File: config.mk
export PLATFORM = sky130hd
export DESIGN_NAME = uart_rx_os
export DESIGN_NICKNAME = d
export VERILOG_FILES = /design/src/rtl/uart_rx_os_pkg.sv /design/src/rtl/uart_rx_os_baud_gen.sv /design/src/rtl/uart_rx_os.sv
export SDC_FILE = /design/constraint.sdc
export NUM_CORES = 1
export LEC_CHECK = 0
export CORE_MARGIN = 1.5
export CORE_UTILIZATION = 58
export DETAILED_ROUTE_END_ITERATION = 10
export PLACE_DENSITY = 0.75
export SYNTH_ARGS = -nofsm -noshare
export SYNTH_HDL_FRONTEND = slang
export SYNTH_HIERARCHICAL = 1
export SYNTH_SLANG_ARGS = --single-unit
export TNS_END_PERCENT = 100
File: constraint.sdc
create_clock -name clk_i -period 3.1 [get_ports clk_i]
set_clock_uncertainty 0.05 [all_clocks]
set_input_delay 0.93 -clock clk_i [delete_from_list [all_inputs] [get_ports clk_i]]
set_output_delay 0.93 -clock clk_i [all_outputs]
set_load 0.02 [all_outputs]
File: src/rtl/uart_rx_os_pkg.sv
// Shared definitions for the oversampling UART: parity codes, FSM states,
// and width/divisor helpers. Kept separate so the transmitter can reuse them.
package uart_rx_os_pkg;

   localparam int PARITY_NONE = 0;
   localparam int PARITY_ODD  = 1;
   localparam int PARITY_EVEN = 2;

   typedef enum logic [2:0] {
      ST_IDLE       = 3'd0,
      ST_START      = 3'd1,
      ST_DATA       = 3'd2,
      ST_PARITY     = 3'd3,
      ST_STOP       = 3'd4,
      ST_BREAK_WAIT = 3'd5
   } rx_state_t;

   // Bits needed to hold 0..value-1; never less than 1.
   function automatic int clogb2(input int value);
      int v;
      int w;
      v = value - 1;
      w = 0;
      while (v > 0) begin
         w = w + 1;
         v = v >> 1;
      end
      return (w < 1) ? 1 : w;
   endfunction

   // Clock cycles per sample tick, truncated, at least 1.
   function automatic int calc_div(input int clk_freq, input int baud, input int os);
      int d;
      d = clk_freq / (baud * os);
      return (d < 1) ? 1 : d;
   endfunction

endpackage

File: src/rtl/uart_rx_os_baud_gen.sv
// Sample-tick generator: one tick every DIV enabled clocks, restartable so the
// sample phase can be aligned to the start edge.
module uart_rx_os_baud_gen
   import uart_rx_os_pkg::*;
#(
   parameter int DIV = 1
) (
   input  logic clk_i,
   input  logic rst_i,
   input  logic clear_i,
   input  logic en_i,
   output logic tick_o
);

   localparam int            CW       = clogb2(DIV);
   localparam logic [CW-1:0] CNT_LAST = CW'(DIV - 1);

   logic [CW-1:0] cnt_q;

   assign tick_o = en_i && (cnt_q == CNT_LAST);

   // Divider counter: wraps to 0 on its terminal count, frozen while disabled.
   always_ff @(posedge clk_i) begin
      if (rst_i || clear_i) begin
         cnt_q <= '0;
      end else if (en_i) begin
         cnt_q <= (cnt_q == CNT_LAST) ? '0 : cnt_q + 1'b1;
      end
   end

endmodule

File: src/rtl/uart_rx_os.sv
// Oversampling UART receiver with majority-vote bit recovery, optional parity,
// 1/2 stop bits, break detection and a valid/ready output buffer.
//
// state       | meaning
// ST_IDLE     | waiting for a falling edge on the synchronised line
// ST_START    | verifying the start bit; a voted 1 is a false start
// ST_DATA     | shifting DATA_W bits in, LSB first
// ST_PARITY   | checking the parity bit
// ST_STOP     | checking stop bits; leaves at the last stop's decision point
// ST_BREAK_WAIT | after a break, waiting for one full bit time of idle line
module uart_rx_os
   import uart_rx_os_pkg::*;
#(
   parameter int CLK_FREQ   = 50000000,
   parameter int BAUDRATE   = 9600,
   parameter int DATA_W     = 8,
   parameter int PARITY     = 0,
   parameter int STOP_BITS  = 1,
   parameter int OVERSAMPLE = 16
) (
   input  logic              clk_i,
   input  logic              rst_i,
   input  logic              rxd_i,
   output logic [DATA_W-1:0] rx_data_o,
   output logic              rx_valid_o,
   input  logic              rx_ready_i,
   output logic              parity_err_o,
   output logic              frame_err_o,
   output logic              break_det_o,
   output logic              overrun_o
);

   localparam int            DIV       = calc_div(CLK_FREQ, BAUDRATE, OVERSAMPLE);
   localparam int            SW        = clogb2(OVERSAMPLE);
   localparam int            BW        = clogb2(DATA_W);
   localparam logic [SW-1:0] SAMP_LO   = SW'(OVERSAMPLE / 2 - 1);
   localparam logic [SW-1:0] SAMP_MID  = SW'(OVERSAMPLE / 2);
   localparam logic [SW-1:0] SAMP_HI   = SW'(OVERSAMPLE / 2 + 1);
   localparam logic [SW-1:0] SAMP_LAST = SW'(OVERSAMPLE - 1);
   localparam logic [BW-1:0] BIT_LAST  = BW'(DATA_W - 1);
   localparam logic          STOP2     = (STOP_BITS == 2);
   localparam logic          HAS_PAR   = (PARITY != PARITY_NONE);
   localparam logic          PAR_ODD   = (PARITY == PARITY_ODD);

   logic              rxd_s1_q, rxd_s2_q, rxd_prev_q;
   rx_state_t         state_q;
   logic [SW-1:0]     samp_q;
   logic [BW-1:0]     bit_idx_q;
   logic              stop_idx_q;
   logic [DATA_W-1:0] shift_q;
   logic              pe_q, fe_q, zero_q;
   logic              s_lo_q, s_mid_q;
   logic              commit_q;
   logic [DATA_W-1:0] cm_data_q;
   logic              cm_pe_q, cm_fe_q, cm_bd_q;
   logic [DATA_W-1:0] data_q;
   logic              valid_q, par_err_q, frm_err_q, brk_q, overrun_q;

   logic tick, decide, vote, start_det, cnt_clear;

   assign start_det = (state_q == ST_IDLE) && rxd_prev_q && !rxd_s2_q;
   // Idle-time measurement after a break restarts whenever the line is low.
   assign cnt_clear = start_det || ((state_q == ST_BREAK_WAIT) && !rxd_s2_q);
   assign decide    = tick && (samp_q == SAMP_HI);
   assign vote      = (s_lo_q & s_mid_q) | (s_lo_q & rxd_s2_q) | (s_mid_q & rxd_s2_q);

   uart_rx_os_baud_gen #(.DIV(DIV)) u_baud (
      .clk_i   (clk_i),
      .rst_i   (rst_i),
      .clear_i (cnt_clear),
      .en_i    (state_q != ST_IDLE),
      .tick_o  (tick)
   );

   // Two-stage synchroniser plus one history stage for edge detection.
   always_ff @(posedge clk_i) begin
      if (rst_i) begin
         rxd_s1_q   <= 1'b1;
         rxd_s2_q   <= 1'b1;
         rxd_prev_q <= 1'b1;
      end else begin
         rxd_s1_q   <= rxd_i;
         rxd_s2_q   <= rxd_s1_q;
         rxd_prev_q <= rxd_s2_q;
      end
   end

   // Sample counter: position of the current tick within a bit period.
   always_ff @(posedge clk_i) begin
      if (rst_i || cnt_clear) begin
         samp_q <= '0;
      end else if (tick) begin
         samp_q <= (samp_q == SAMP_LAST) ? '0 : samp_q + 1'b1;
      end
   end

   // Receive FSM with voter capture, shifter and per-frame status staging.
   always_ff @(posedge clk_i) begin
      if (rst_i) begin
         state_q    <= ST_IDLE;
         bit_idx_q  <= '0;
         stop_idx_q <= 1'b0;
         shift_q    <= '0;
         pe_q       <= 1'b0;
         fe_q       <= 1'b0;
         zero_q     <= 1'b1;
         s_lo_q     <= 1'b1;
         s_mid_q    <= 1'b1;
         commit_q   <= 1'b0;
         cm_data_q  <= '0;
         cm_pe_q    <= 1'b0;
         cm_fe_q    <= 1'b0;
         cm_bd_q    <= 1'b0;
      end else begin
         commit_q <= 1'b0;
         if (tick && (samp_q == SAMP_LO))  s_lo_q  <= rxd_s2_q;
         if (tick && (samp_q == SAMP_MID)) s_mid_q <= rxd_s2_q;
         unique case (state_q)
            ST_IDLE: begin
               if (start_det) begin
                  state_q    <= ST_START;
                  bit_idx_q  <= '0;
                  stop_idx_q <= 1'b0;
                  pe_q       <= 1'b0;
                  fe_q       <= 1'b0;
                  zero_q     <= 1'b1;
               end
            end
            ST_START: begin
               if (decide) state_q <= vote ? ST_IDLE : ST_DATA;
            end
            ST_DATA: begin
               if (decide) begin
                  shift_q <= {vote, shift_q[DATA_W-1:1]};
                  if (vote) zero_q <= 1'b0;
                  if (bit_idx_q == BIT_LAST) begin
                     bit_idx_q <= '0;
                     state_q   <= HAS_PAR ? ST_PARITY : ST_STOP;
                  end else begin
                     bit_idx_q <= bit_idx_q + 1'b1;
                  end
               end
            end
            ST_PARITY: begin
               if (decide) begin
                  if (vote) zero_q <= 1'b0;
                  pe_q    <= (^{shift_q, vote}) ^ PAR_ODD;
                  state_q <= ST_STOP;
               end
            end
            ST_STOP: begin
               if (decide) begin
                  if (!stop_idx_q && !vote && zero_q) begin
                     // Break: whole frame low; report once, then wait for idle.
                     cm_data_q <= '0;
                     cm_pe_q   <= 1'b0;
                     cm_fe_q   <= 1'b1;
                     cm_bd_q   <= 1'b1;
                     commit_q  <= 1'b1;
                     state_q   <= ST_BREAK_WAIT;
                  end else if (STOP2 && !stop_idx_q) begin
                     stop_idx_q <= 1'b1;
                     if (!vote) fe_q <= 1'b1;
                  end else begin
                     cm_data_q <= shift_q;
                     cm_pe_q   <= pe_q;
                     cm_fe_q   <= fe_q | !vote;
                     cm_bd_q   <= 1'b0;
                     commit_q  <= 1'b1;
                     state_q   <= ST_IDLE;
                  end
               end
            end
            ST_BREAK_WAIT: begin
               if (tick && (samp_q == SAMP_LAST) && rxd_s2_q) state_q <= ST_IDLE;
            end
            default: state_q <= ST_IDLE;
         endcase
      end
   end

   // Single-entry output buffer; a frame arriving while it is held is dropped.
   always_ff @(posedge clk_i) begin
      if (rst_i) begin
         data_q    <= '0;
         valid_q   <= 1'b0;
         par_err_q <= 1'b0;
         frm_err_q <= 1'b0;
         brk_q     <= 1'b0;
         overrun_q <= 1'b0;
      end else begin
         overrun_q <= 1'b0;
         if (commit_q) begin
            if (!valid_q || rx_ready_i) begin
               data_q    <= cm_data_q;
               par_err_q <= cm_pe_q;
               frm_err_q <= cm_fe_q;
               brk_q     <= cm_bd_q;
               valid_q   <= 1'b1;
            end else begin
               overrun_q <= 1'b1;
            end
         end else if (valid_q && rx_ready_i) begin
            valid_q   <= 1'b0;
            par_err_q <= 1'b0;
            frm_err_q <= 1'b0;
            brk_q     <= 1'b0;
         end
      end
   end

   assign rx_data_o    = data_q;
   assign rx_valid_o   = valid_q;
   assign parity_err_o = par_err_q;
   assign frame_err_o  = frm_err_q;
   assign break_det_o  = brk_q;
   assign overrun_o    = overrun_q;

endmodule
# --- After elaboration in Yosys (flattened, before gate mapping) ---
# Index checks and enable logic that the tools add are counted.
word_totals:
  reg_bits: 59
classes:
  n_addsub: 3
  n_eq_ne: 21
  reduce_logical: 35
  n_bitwise: 7
  muxes: 38
ops:
  columns: ["cell", "n"]
  rows:
  - ["$mux W3", 11]
  - ["$mux W1", 19]
  - ["$pmux W3 S6", 1]
  - ["$eq A4 B4 Y1 const B", 3]
  - ["$ne A2 B2 Y1 const B", 6]
  - ["$logic_and A1 B1 Y1", 11]
  - ["$add A9 B1 Y9 const B", 1]
  - ["$eq A3 B3 Y1 const B", 3]
  - ["$eq A9 B9 Y1 const B", 1]
  - ["$mux W9", 1]
  - ["$reduce_xor A9 Y1", 1]
  - ["$mux W8", 1]
  - ["$ne A2 B1 Y1 const B", 4]
  - ["$reduce_and A2 Y1", 4]
  - ["$reduce_bool A2 Y1", 4]
  - ["$reduce_and A7 Y1", 1]
  - ["$eq A3 B2 Y1 const B", 2]
  - ["$pmux W3 S2", 1]
  - ["$reduce_and A3 Y1", 2]
  - ["$reduce_or A2 Y1", 3]
  - ["$add A4 B1 Y4 const B", 1]
  - ["$eq A4 B3 Y1 const B", 1]
  - ["$mux W4", 1]
  - ["$pmux W1 S2", 2]
  - ["11 further kinds", 19]

# --- Logic depth before layout (Yosys ltp) ---
logic_depth:
  ltp_word: 8
  ltp_mapped: 13
  depth_no_buf: 9

# --- Hierarchy ---
# Netlist, hierarchy kept.
modules_own_cells:
  columns: ["module", "seq_area_each_um2", "area_per_inst_um2", "cells_per_inst", "n_inst"]
  rows:
  - ["uart_rx_os", 1001.0, 2104.5, 232, 1]
  - ["uart_rx_os_baud_gen", 180.2, 471.7, 51, 1]

# --- Worst setup path after synthesis ---
# No wires, ideal clock.
synth_timing:
  kind: "register to register"
  from: "register state_q[1]"
  to: "register bit_idx_q[0]"
  period_less_slack_ns: 2.372
  setup_ns: 0.128
  path_stages_with_launch: 14
  slack_ns: 0.728
  t_arrival_ns: 2.194
  path_cell_list: "dfxtp_1 buf_2 nor2_2 nand2_1 buf_4 nand2_1 nor4_1 buf_4 and4b_1 buf_4 nand2_1 a211o_1 mux2i_1 nor2_1"
synth_via:
  elab_chain_cells: 5
  word_cells_on_any_way: 12
  cone_classes: "eq/ne (3); mux (1); reduce/logical (8)"
synth_rtl:
  columns: ["item", "line", "text"]
  rows:
  - ["from (decl)", "uart_rx_os.sv:46", "rx_state_t state_q;"]
  - ["from (signal assigned)", "uart_rx_os.sv:130", "if (decide) state_q <= vote ? ST_IDLE : ST_DATA;"]
  - ["from (signal assigned)", "uart_rx_os.sv:138", "state_q <= HAS_PAR ? ST_PARITY : ST_STOP;"]
  - ["$reduce_bool A3 Y1", "uart_rx_os.sv:71", ".en_i (state_q != ST_IDLE),"]
  - ["$logic_and A1 B1 Y1", "uart_rx_os_baud_gen.sv:20", "assign tick_o = en_i && (cnt_q == CNT_LAST);"]
  - ["net tick", "uart_rx_os.sv:59", "logic tick, decide, vote, start_det, cnt_clear;"]
  - ["$logic_and A1 B1 Y1", "uart_rx_os.sv:64", "assign decide = tick && (samp_q == SAMP_HI);"]
  - ["$ne A2 B2 Y1 (no line)", null, null]
  - ["$reduce_and A3 Y1 (no line)", null, null]
  - ["to (signal assigned)", "uart_rx_os.sv:140", "bit_idx_q <= bit_idx_q + 1'b1;"]
  - ["to (decl)", "uart_rx_os.sv:48", "logic [BW-1:0] bit_idx_q;"]
# The timed path passes the listed nets, and every way through them passes these cells.
# A chain may end at the register's enable or synchronous reset.

# --- Worst setup path after layout ---
layout_timing:
  from: "register state_q[2]"
  to: "register shift_q[7]"
layout_via:
  elab_chain_cells: 4
  word_cells_on_any_way: 5
  cone_classes: "eq/ne (1); reduce/logical (4)"
layout_rtl:
  columns: ["item", "line", "text"]
  rows:
  - ["$reduce_bool A3 Y1", "uart_rx_os.sv:71", null]
  - ["$logic_and A1 B1 Y1", "uart_rx_os_baud_gen.sv:20", null]
  - ["net tick", "uart_rx_os.sv:59", null]
  - ["$logic_and A1 B1 Y1", "uart_rx_os.sv:64", null]
  - ["$reduce_and A2 Y1 (no line)", null, null]
  - ["to (signal assigned)", "uart_rx_os.sv:134", "shift_q <= {vote, shift_q[DATA_W-1:1]};"]
  - ["to (decl)", "uart_rx_os.sv:50", "logic [DATA_W-1:0] shift_q;"]
# The timed path passes the listed nets, and every way through them passes these cells.

==> flow_metrics.env <==
export IMPL_status="completed"
export IMPL_cp_max_fo=11
export IMPL_vias=2010
export IMPL_rr_startpoint="state_q[2]$_SDFFE_PP0P_"
export IMPL_synth_ff_latch_count=59
export IMPL_p_leak_nw=1.09
export IMPL_synth_top_cells_by_area="dfxtp_1, nor2_1, mux2i_1, nand2_1, a21oi_1"
export IMPL_vdd_drop_max_uv=431
export IMPL_final_antenna_net_count=0
export IMPL_hold_viol_final=0
export IMPL_drv_cap=0
export IMPL_drc=0
export IMPL_root_buffer="clkbuf_8"
export IMPL_rows=24
export IMPL_setup_viol_count_final=0
export IMPL_slew_headroom_pct=57.7
export IMPL_period_minus_slack_ps=2700
export IMPL_dp_hpwl_mm=3.15
export IMPL_track_usage_pct=20.8
export IMPL_ys_types=50
export IMPL_firstDrtPassIters=4
export IMPL_clk_pin_slew_ps=60
export IMPL_final_area_sq_mm=0.00298
export IMPL_die_x_um=69.6
export IMPL_wl_per_cell_um=13.1
export IMPL_core_area_sq_mm=0.00432
export IMPL_cts_tree="built"
export IMPL_grt_pass1_vias=1762
export IMPL_grt_pass1_wl_mm=8.05
export IMPL_cts_hold_buffers=0
export IMPL_min_path_type="flop to flop"
export IMPL_grt_max_degree=22
export IMPL_synth_fp_nets=294
export IMPL_fp_dieArea_sq_mm=0.00485
export IMPL_syn_inst=283
export IMPL_r2r_cells=8
export IMPL_n_antenna_cell=0
export IMPL_fmax_mhz=370
export IMPL_final_nets=313
export IMPL_rrSetupSlack_ps=400
export IMPL_cts_max_level=3
export IMPL_io_buffer_count=16
export IMPL_syn_avg_cell_area_sq_um=9.10
export IMPL_worstReg2RegEnd="shift_q[7]$_SDFFE_PP0P_"
export IMPL_worst_setup_path_type="flop to flop"
export IMPL_cp_end_kind="flop"
export IMPL_die_h_um=69.6
export IMPL_placed_area_sq_mm=0.00276
export IMPL_power_w=0.00155
export IMPL_synth_top_cell_by_area="dfxtp_1"
export IMPL_hold_slack_ps=359
export IMPL_layout_drive_gt1_share_pct=10.8
export IMPL_ios=17
export IMPL_synth_edf_count=0
export IMPL_cts_repair_resized=0
export IMPL_antenna_found_initial=0
export IMPL_clock_latency_ps=340
export IMPL_startpoint="state_q[2]$_SDFFE_PP0P_"
export IMPL_rsz0062_at_grt="false"
export IMPL_area_growth_pct=15.5
export IMPL_worst_ep_arrival_time_ps=2880
export IMPL_via_per_inst=5.61
export IMPL_ys_async_sr_fraction_pct=0
export IMPL_start_util_pct=59.6
export IMPL_gp_congestion=0.782
export IMPL_netlist_area_sq_mm=0.00258
export IMPL_grt_overflow_total=0
export IMPL_critPathLaunchType="flop"
export IMPL_cts_sinks=59
export IMPL_most_common_layout_cells="dfxtp_1, nor2_1, nand2_1"
export IMPL_postRouteWirelength_mm=4.70
export IMPL_finalSetupTns_ps=0
export IMPL_cp_required_ps=3280
export IMPL_numCtsBuffers=9
export IMPL_worst_pin_slew_ps=632
export IMPL_drt_iter0_drc=124
export IMPL_finalMaxSlewViolations=0
export IMPL_synth_main_ff_cell="dfxtp_1"
export IMPL_powerDensity_mw_per_mm2=521
export IMPL_cp_endpoint="shift_q[7]$_SDFFE_PP0P_"
export IMPL_seq_area_frac_synth_pct=45.8
export IMPL_period_share_pct=87.2
export IMPL_yosysWarningCount=6
export IMPL_yosysTopAreaCellShare_pct=45.8
export IMPL_postCtsSetupBuffers=0
export IMPL_cts_buffer_depth=2
export IMPL_final_common_cell="dfxtp_1"
export IMPL_nFillCells=366
-- registers in the layout (all words and copies together), names as in the netlist, 3 cells and up --
name,flops
rx_data_o,8
bit_idx_q,3
shift_q,8
cm_data_q,8
samp_q,4
state_q,3
u_baud/cnt_q,9
-- synth_stat cells, types with 3 or more instances --
cell type,count
dfxtp_1,59
nor2_1,39
nand4_1,7
buf_2,3
o21ai_0,6
clkbuf_1,6
or2_2,3
mux2i_1,13
a21oi_1,19
a22oi_1,12
nand2_1,34
nand3_1,7
a211o_1,3
inv_1,7
or3_1,5
xor2_1,3
nand2b_1,3
xnor2_1,8
buf_4,4
ha_1,7
-- worst max-delay path, cell delays in order, from the launching register on --
cell and delay, ps:
dfxtp_2 450, inv_1 120, nand2_1 230, nand2_1 190, nor4_2 420, nand4b_1 260, or3_1 600, mux2i_1 220
nor2_1 50
-- power breakdown --
group | internal, W | total [W] | switching (W)
clock network | 0.000410 | 0.000692 | 0.000283
logic | 0.0000335 | 0.0000846 | 0.0000511
registers | 0.000765 | 0.000772 | 0.00000661
total | 0.00121 | 0.00155 | 0.000340
-- layout make-up --
class	count	area, sq um	share of cell area [%]
Multi-Input combinational cell	204	1310	44.0
Sequential cell	59	1180	39.7
Timing Repair Buffer	21	198	6.64
Clock buffer	13	159	5.34
Tap cell	52	65.1	2.19
Clock inverter	2	35.0	1.18
Inverter	7	26.3	0.883
-- metrics by stage --
| stage | setup slack [ps] | std cells | util, % |
|---|---|---|---|
| after CTS | 117 | 357 | 68.3 |
| after global routing | 117 | 358 | 68.8 |
| after floorplan | 728 | 283 | - |
| after global placement | 237 | 342 | 63.8 |
| final | 395 | 358 | 68.8 |
| after detailed placement | 130 | 342 | 63.8 |
-- kinds of logic after synthesis --
group	count (synthesis)	synth area share (%)
flops	59	45.8
xor+xnor	11	3.74
simple gates	118	23.2
buf+inv	21	4.08
compound gates	52	13.8
mux	14	5.49
fa+ha+maj	8	3.84
-- worst min path at each step --
stage | cells past startpoint | startpoint | to | slack (ps)
finish | 1 | rxd_s1_q$_SDFF_PP1_ | rxd_s2_q$_SDFF_PP1_ | 360
global route | 1 | rxd_s1_q$_SDFF_PP1_ | rxd_s2_q$_SDFF_PP1_ | 370
CTS | 1 | rxd_s1_q$_SDFF_PP1_ | rxd_s2_q$_SDFF_PP1_ | 360
detailed placement | 1 | rxd_s1_q$_SDFF_PP1_ | rxd_s2_q$_SDFF_PP1_ | 340
global placement | 1 | rxd_s1_q$_SDFF_PP1_ | rxd_s2_q$_SDFF_PP1_ | 340
floorplan | 1 | rxd_s1_q$_SDFF_PP1_ | rxd_s2_q$_SDFF_PP1_ | 340
-- per-layer routing --
layer,GRT usage (%),up-vias,share of wire (%)
met4,11.5,0,2.3
met3,6.10,8,3.5
met1,28.4,944,50
met5,0,-,0
li1,-,1026,-
met2,29.4,32,44
Power figures use the tool's default switching activity.
==> variant, RTL diff (config.mk and constraints unchanged) <==
Set the parameter `DATA_W` to 7 (it was 8).
--- a/src/rtl/uart_rx_os.sv
+++ b/src/rtl/uart_rx_os.sv
@@ -13,7 +13,7 @@
 #(
    parameter int CLK_FREQ   = 50000000,
    parameter int BAUDRATE   = 9600,
-   parameter int DATA_W     = 8,
+   parameter int DATA_W     = 7,
    parameter int PARITY     = 0,
    parameter int STOP_BITS  = 1,
    parameter int OVERSAMPLE = 16
Ports: changed (resized rx_data_o); port bits go from 17 to 16. No check against the original RTL was run, so the function may have changed too.
==> variant against the original RTL <==
Final area fell by 8.6%. Wire length fell by 8.0%. Sequential cell count fell by 3. Total power fell by 23%. Synthesized area fell by 5.3%. Via count fell by 5.8%. Final cell count fell by 5.6%. Worst setup slack improved by 0.0039 ns.
==> variant: results (changes against the original RTL) <==
* Switch share at 0.235 (+0.0151)
* Count of clock buffers in the final design at 5 (-8)
* Count of unique library cells instantiated by Yosys at 45 (-10%)
* Largest cells by area after synthesis: sky130_fd_sc_hd__dfxtp_1 (46%), sky130_fd_sc_hd__nor2_1 (6.0%), sky130_fd_sc_hd__a21oi_1 (4.7%)
* Cell type of the slowest stage on the worst timing path: sky130_fd_sc_hd__dfxtp_1
* Number of nets in the finished design at 296 (-5.4%)
* Largest net degree at the start of global routing at 24 (+9.1%)
* Post-detailed-placement cell area at 2630 sq um (-4.9%)
* Later-pin clock latency in the skew report at 0.31 ns (-0.03 ns)
* Clock period minus worst slack at 2.70 ns (-0.00394 ns)
* Power of the sequential group at 735 uW (-4.8%)
* End-of-flow core utilization at 0.675 (-0.0129)
* Layout multi-input combinational cell count at 195 (-4.4%)
* Sequential share of power at 0.616 (+0.118)
* Flip-flop and latch count after synthesis at 56 (-5.1%)
* Met1 Wirelength at 2220 um (-5.2%)
* Routed wl met3 at 156 um (-4.9%)
* Slew of the pin with the lowest slew margin at 0.586 ns (-0.0461 ns)
* RR Endpoint: cm_data_q[4]
* Most frequent cells after synthesis: sky130_fd_sc_hd__dfxtp_1 (56), sky130_fd_sc_hd__nor2_1 (39), sky130_fd_sc_hd__nand2_1 (27)
* Met1 usage at 0.287 (+0.00291)
* First-iteration detailed-routing DRC count at 102 (-18%)
* Maximum fanout along the worst path at 13 (+2)
* Share of synthesized area spent on multiplexers at 0.0457 (-0.00922)
* Max rail drop VDD at 0.329 mV (-24%)
* Post-synthesis share of cell area spent on full adders, half adders and majority gates at 0.0303 (-0.00810)
* Dpl ws at 0.360 ns (+0.230 ns)
* Share of the final layout cell area in sequential cells at 0.412 (+0.0148)
* Fill cells at 349 (-4.6%)
* Multi-input gate area in the final layout at 1220 sq um (-6.6%)
* Run status: finished, final reports clean
* Post-Syn Nets at 282 (-4.1%)
* Clock edge transition at the registers on the reported setup and hold paths at 0.10 ns (+0.04 ns)
* Clock Network Area Fraction at 0.0322 (-0.0330)
* Overall routing resource usage at 0.206 (-0.00227)
* Via count of the first global-routing pass at 1608 (-8.7%)
* Met2 layer wire length in the routed design at 1890 um (-9.1%)
* Average cell area after synthesis at 8.93 sq um (-1.9%)
* Post-Synth XOR/XNOR Area at 0.0395 (+0.00211)
## variant: cell types whose count changed after synthesis, moves of 3 or more
| cell | before | now |
|---|---|---|
| sky130_fd_sc_hd__nand2_1 | 34 | 27 |
| sky130_fd_sc_hd__a21oi_1 | 19 | 23 |
| sky130_fd_sc_hd__nand4_1 | 7 | 3 |
| sky130_fd_sc_hd__nor3b_1 | 0 | 4 |
| sky130_fd_sc_hd__dfxtp_1 | 59 | 56 |
| sky130_fd_sc_hd__mux2i_1 | 13 | 10 |
| sky130_fd_sc_hd__nor3_1 | 2 | 5 |
## variant: how the worst max path moves through the flow
| stage | endpoint | depth (start not counted) | startpoint |
|---|---|---|---|
| 6_report | cm_data_q[4] | 10 | state_q[0] |
| 5_1_grt | shift_q[5] | 10 | state_q[0] |
| 4_1_cts | cm_data_q[4] | 10 | state_q[0] |
| 3_5_place_dp | cm_data_q[4] | 10 | state_q[0] |
| 3_3_place_gp | shift_q[6] | 10 | state_q[0] |
| 2_1_floorplan | bit_idx_q[2] | 13 | state_q[2] |
